File: src/rtl/regs_wb_arbiter.sv
// regs_wb_arbiter
// Shares the register-file write port between the ALU, the load/store unit
// and the debug/CSR path. ALU and LSU alternate round-robin. Debug has the
// lowest priority, but after a bounded number of refused cycles it is forced
// through. A single registered stage drives the active-low write port and
// mirrors the in-flight write for hazard detection.
module regs_wb_arbiter #(
  parameter int DATA_W       = 32,
  parameter int IDX_W        = 5,
  parameter int STARVE_LIMIT = 4
) (
  input  logic              clk,
  input  logic              rst_n,
  input  logic              alu_valid,
  input  logic [IDX_W-1:0]  alu_idx,
  input  logic [DATA_W-1:0] alu_data,
  output logic              alu_ready,
  input  logic              lsu_valid,
  input  logic [IDX_W-1:0]  lsu_idx,
  input  logic [DATA_W-1:0] lsu_data,
  output logic              lsu_ready,
  input  logic              dbg_valid,
  input  logic [IDX_W-1:0]  dbg_idx,
  input  logic [DATA_W-1:0] dbg_data,
  output logic              dbg_ready,
  output logic              wen_o,
  output logic [IDX_W-1:0]  rd_idx_o,
  output logic [DATA_W-1:0] rd_wdata_o,
  output logic [IDX_W-1:0]  pend_idx_o,
  output logic              pend_valid_o
);

  localparam logic [3:0] LIMIT = 4'(STARVE_LIMIT);

  // last_rr: 0 means the ALU won the most recent ALU/LSU grant, 1 means the LSU did
  logic              last_rr;
  logic [3:0]        starve_cnt;
  logic              force_dbg;
  logic              alu_gnt;
  logic              lsu_gnt;
  logic              dbg_gnt;
  logic              xfer;
  logic [IDX_W-1:0]  sel_idx;
  logic [DATA_W-1:0] sel_data;

  assign force_dbg = (starve_cnt == LIMIT);

  // Pick at most one requester per cycle; a starved debug request preempts everyone
  always_comb begin
    alu_gnt = 1'b0;
    lsu_gnt = 1'b0;
    dbg_gnt = 1'b0;
    if (rst_n) begin
      if (force_dbg && dbg_valid) begin
        dbg_gnt = 1'b1;
      end else if (alu_valid && lsu_valid) begin
        if (last_rr) alu_gnt = 1'b1;
        else         lsu_gnt = 1'b1;
      end else if (alu_valid) begin
        alu_gnt = 1'b1;
      end else if (lsu_valid) begin
        lsu_gnt = 1'b1;
      end else if (dbg_valid) begin
        dbg_gnt = 1'b1;
      end
    end
  end

  assign alu_ready = alu_gnt;
  assign lsu_ready = lsu_gnt;
  assign dbg_ready = dbg_gnt;
  assign xfer      = alu_gnt | lsu_gnt | dbg_gnt;

  // Steer the granted requester's index and data toward the output register
  always_comb begin
    sel_idx  = '0;
    sel_data = '0;
    if (alu_gnt) begin
      sel_idx  = alu_idx;
      sel_data = alu_data;
    end else if (lsu_gnt) begin
      sel_idx  = lsu_idx;
      sel_data = lsu_data;
    end else if (dbg_gnt) begin
      sel_idx  = dbg_idx;
      sel_data = dbg_data;
    end
  end

  // Round-robin history and debug starvation counter; forced debug grants leave the rr order alone
  always_ff @(posedge clk) begin
    if (!rst_n) begin
      last_rr    <= 1'b1;
      starve_cnt <= 4'd0;
    end else begin
      if (alu_gnt)      last_rr <= 1'b0;
      else if (lsu_gnt) last_rr <= 1'b1;

      if (!dbg_valid || dbg_gnt) starve_cnt <= 4'd0;
      else if (starve_cnt != LIMIT) starve_cnt <= starve_cnt + 4'd1;
    end
  end

  // Output register: writes to x0 are accepted upstream but never reach the register file
  always_ff @(posedge clk) begin
    if (!rst_n) begin
      wen_o      <= 1'b1;
      rd_idx_o   <= '0;
      rd_wdata_o <= '0;
    end else if (xfer && (sel_idx != '0)) begin
      wen_o      <= 1'b0;
      rd_idx_o   <= sel_idx;
      rd_wdata_o <= sel_data;
    end else begin
      wen_o      <= 1'b1;
    end
  end

  assign pend_idx_o   = rd_idx_o;
  assign pend_valid_o = ~wen_o;

endmodule

File: config.mk
export PLATFORM = sky130hd
export DESIGN_NAME = regs_wb_arbiter
export DESIGN_NICKNAME = d
export VERILOG_FILES = /design/src/rtl/regs_wb_arbiter.sv
export SDC_FILE = /design/constraint.sdc
export NUM_CORES = 1
export LEC_CHECK = 0
export ABC_AREA = 1
export BUFFER_PORTS_ARGS = -buffer_cell sky130_fd_sc_hd__buf_2
export CORE_MARGIN = 1.5
export CORE_UTILIZATION = 43
export CTS_CLUSTER_DIAMETER = 50
export DETAILED_ROUTE_END_ITERATION = 8
export GPL_ROUTABILITY_DRIVEN = 0
export PLACE_DENSITY = 0.81
export SYNTH_ARGS = -nofsm -noshare
export SYNTH_HDL_FRONTEND = slang
export SYNTH_SLANG_ARGS = --single-unit
File: constraint.sdc
create_clock -name clk -period 2.29 [get_ports clk]
set_clock_uncertainty 0.2 [all_clocks]
set_input_delay 0.1145 -clock clk [delete_from_list [all_inputs] [get_ports clk]]
set_output_delay 0.1145 -clock clk [all_outputs]
set_load 0.02 [all_outputs]
==> flow_metrics.py <==
metrics = {
    "route": {
        "first_pass_iters": 5,
        "drt_iter0_drc": 221,
        "wl_per_cell_um": 14.1,
        "antenna_left": 0,
        "vias_per_cell": 4.94,
        "post-route-drc-count": 0,
        "postRouteWirelength_mm": 10.9,
        "vias": 3810,
    },
    "power_and_ir_drop": {
        "cellLeakagePower_nw": 2.43,
        "power_density_nw_per_um2": 487,
        "sw_frac_of_total_pct": 35.8,
        "p_comb_share_pct": 38.2,
        "power.total_mw": 2.21,
        "clockPowerShare_pct": 22.1,
        "sequentialPowerShare_pct": 39.7,
        "p_int_mw": 1.42,
        "p_sw_mw": 0.791,
        "vdd_drop_max_mv": 0.294,
    },
    "sta": {
        "tightest_slew_ns": 0.394,
        "fmax_mhz": 456,
        "drv_slew": 0,
        "setup_viol": 0,
        "setup_tns_ns": 0,
        "period_share_pct": 95.9,
        "hold_viol": 0,
        "period_needed_ns": 2.20,
        "slew_headroom_pct": 73.7,
        "rsz0062_at_grt": "false",
        "fin_ws_ns": 0.0946,
    },
    "global_routing": {
        "antenna_found_initial": 0,
        "grt_max_degree": 37,
        "grt_pass1_wl_mm": 16.5,
        "grt_usage_pct": 33.3,
        "grt_overflow": 0,
        "first_global_vias": 3645,
    },
    "cts": {
        "numCtsBuffers": 5,
        "insertion_delay_ns": 0.30,
        "cts_tree": "done",
        "postCtsSetupBuffers": 0,
        "cts_max_level": 2,
        "ctsLongestPathBuffers": 2,
        "clk_pin_slew_worst_paths_ns": 0.09,
        "numClockSinks": 43,
        "root_buffer": "clkbuf_8",
    },
    "setup_path": {
        "max_stage_delay_ns": 0.40,
        "reg2reg_depth": 12,
        "cp-start-kind": "flop",
        "crit_type": "reg2out",
        "cp_data_required_time_ns": 1.98,
        "critPathTopFamily": "buffers and inverters",
        "r2r-start": "starve_cnt[0]$_SDFFE_PP0P_",
        "crit_path_cell_trace": "inv_1, ha_4, nand4_4, nand2_4, inv_2, buf_4, buf_2",
        "arrival_ns": 1.88,
        "worstReg2RegEnd": "rd_wdata_o[10]$_SDFFE_PN0P_",
        "end_kind": "primary output",
        "r2r_setup_slack_ns": 0.11,
        "crit_path_top_delay_cell": "dfxtp_1",
        "critPathBufInv": 4,
        "crit_fanout": 33,
    },
    "yosys": {
        "syn-cell-area_um2": 2580,
        "synth-warning-count": 0,
        "synth_seq_cells": 43,
        "syn_avg_cell_area_um2": 5.75,
        "yosysTopAreaCell": "dfxtp_1",
        "post-synth-top-area-fraction_pct": 33.4,
        "synthTopCellsByArea": "dfxtp_1 33%, nand2_1 31%, nand3_1 9.1%, inv_1 7.1%, nor2_1 6.5%",
        "synth-seq-area-share_pct": 33.4,
        "synth_cell_type_count": 22,
        "synth_nets": 567,
        "syn_inst": 449,
    },
    "layout": {
        "regArea_um2": 861,
        "nFillCells": 394,
        "drive_gt1_share_pct": 27.3,
        "multi_input_area_um2": 1430,
        "num_antenna_cells": 0,
        "layout.nets": 814,
        "syn2layout_area_growth_pct": 76.0,
    },
    "placement": {
        "portBuffers": 162,
        "pre_cts_ws_ns": 0.0260,
        "dp_hpwl_mm": 5.12,
    },
    "die": {
        "top_level_ports": 163,
        "die_area_um2": 6470,
        "core_area_um2": 5850,
        "num_rows": 28,
        "die_h_um": 80.5,
        "fp.dieW_um": 80.5,
        "start_util_pct": 44.1,
    },
    "worst_hold_path": {
        "hold_depth": 3,
        "hold_end": "starve_cnt[2]$_SDFFE_PP0P_",
        "hold_start": "dbg_valid",
        "hold_path.class": "in2reg",
    },
    "job": {
        "cap_violations": 0,
    },
    "outcome": {
        "status": "finished, final reports clean",
    },
}
-- cells in the final DEF, fill, tap and decap left out, types with 3 or more instances in the layout --
cell type,Yosys,final
nand2_1,211,210
buf_4,5,3
clkbuf_8,0,5
dfxtp_1,43,43
nor2_1,45,45
nand3_1,47,47
inv_2,3,3
nand4_1,7,7
buf_2,9,162
buf_12,0,3
inv_1,49,49
dlygate4sd3_1,0,96
a21oi_1,4,4
-- synthesized netlist by cell type --
cell type  number
buf_4           5
nand3_4         1
ha_1            2
nand3_1        47
buf_2           9
o21ai_0         1
nor2_4          1
dfxtp_1        43
inv_1          49
clkbuf_1       12
nor2_2          2
nand2_1       211
nand2_2         1
nand4_1         7
a21oi_1         4
buf_1           1
nor2_1         45
xnor2_1         1
inv_2           3
nand3_2         1
a211oi_1        2
nand4_4         1
-- cell families after synthesis --
| group | after synthesis | share of synthesized area (%) |
|---|---|---|
| AND/OR/NAND/NOR | 317 | 51.1 |
| flip-flops | 43 | 33.4 |
| XOR/XNOR | 1 | 0.340 |
| buffers and inverters | 79 | 12.7 |
| adder cells (fa/ha/maj) | 2 | 0.970 |
| AO/OA/AOI/OAI | 7 | 1.55 |
-- power by group through the flow --
| stage | clock network, mW | registers (mW) | logic, mW |
|---|---|---|---|
| after floorplan | 0 | 0.994 | 0.315 |
| after global placement | 0 | 0.887 | 0.662 |
| after detailed placement | 0 | 0.891 | 0.674 |
| final | 0.489 | 0.877 | 0.844 |
| after CTS | 0.503 | 0.874 | 0.801 |
| after global routing | 0.531 | 0.887 | 0.916 |
-- through the flow --
stage / instances / hold WS (ns) / util [%] / cell area, um2
finish: 772 / 0.0435 / 77.6 / 4540
global route: 772 / 0.0385 / 77.6 / 4540
CTS: 771 / 0.00400 / 77.0 / 4510
detailed placement: 667 / 0.220 / 59.0 / 3450
global placement: 667 / 0.214 / 59.0 / 3450
floorplan: 449 / 0.122 / - / 2580
-- sequential cells by signal, summed over array words and instances (netlist names) --
name,count
last_rr,1
pend_idx_o,5
rd_wdata_o,32
starve_cnt,4
wen_o,1
-- how the worst max path moves through the flow --
stage | from | end | slack [ns] | depth (start not counted)
after floorplan | starve_cnt[0]$_SDFFE_PP0P_ | rd_wdata_o[10]$_SDFFE_PN0P_ | 0.23 | 11
after global routing | starve_cnt[0]$_SDFFE_PP0P_ | rd_wdata_o[7]$_SDFFE_PN0P_ | 0.009 | 13
after CTS | starve_cnt[0]$_SDFFE_PP0P_ | dbg_ready | 0.03 | 8
final | starve_cnt[0]$_SDFFE_PP0P_ | alu_ready | 0.09 | 7
after global placement | starve_cnt[0]$_SDFFE_PP0P_ | rd_wdata_o[4]$_SDFFE_PN0P_ | 0.15 | 12
after detailed placement | starve_cnt[0]$_SDFFE_PP0P_ | rd_wdata_o[14]$_SDFFE_PN0P_ | 0.03 | 12
-- area by class of cell --
type / count / share of cell area, %
inverter: 52 / 4.30
sequential: 43 / 19.0
timing repair buffer: 266 / 41.3
clock buffer: 6 / 1.60
multi-input combinational: 328 / 31.5
clock inverter: 2 / 0.275
tap: 75 / 2.07
-- worst register-to-register path, stage by stage (launching register included) --
cell and delay (ns):
dfxtp_1 0.40, inv_1 0.11, ha_4 0.20, nand4_4 0.12, nand2_4 0.09, nand3_1 0.08, nand3_1 0.12, nor2_2 0.20
nand3_4 0.13, buf_12 0.19, nor2_1 0.13, nand2_1 0.08, nand2_1 0.07
-- per-layer routing --
layer | up-vias | routed length, um | global-route usage, %
met4 | 0 | 571 | 22.8
met3 | 62 | 924 | 7.50
met1 | 1646 | 4080 | 36.4
met5 | - | 0 | 0
met2 | 259 | 5300 | 56.8
li1 | 1843 | - | -
-- timing repair --
item | CTS | global route
hold endpoints to repair | 32 | 0
pin swaps | 0 | 1
hold buffers | 96 | 0
gates resized for setup | 3 | 4
setup endpoints to repair | 6 | 33
gates cloned | 0 | 1
Note: power is estimated with default switching activity, not from simulation.
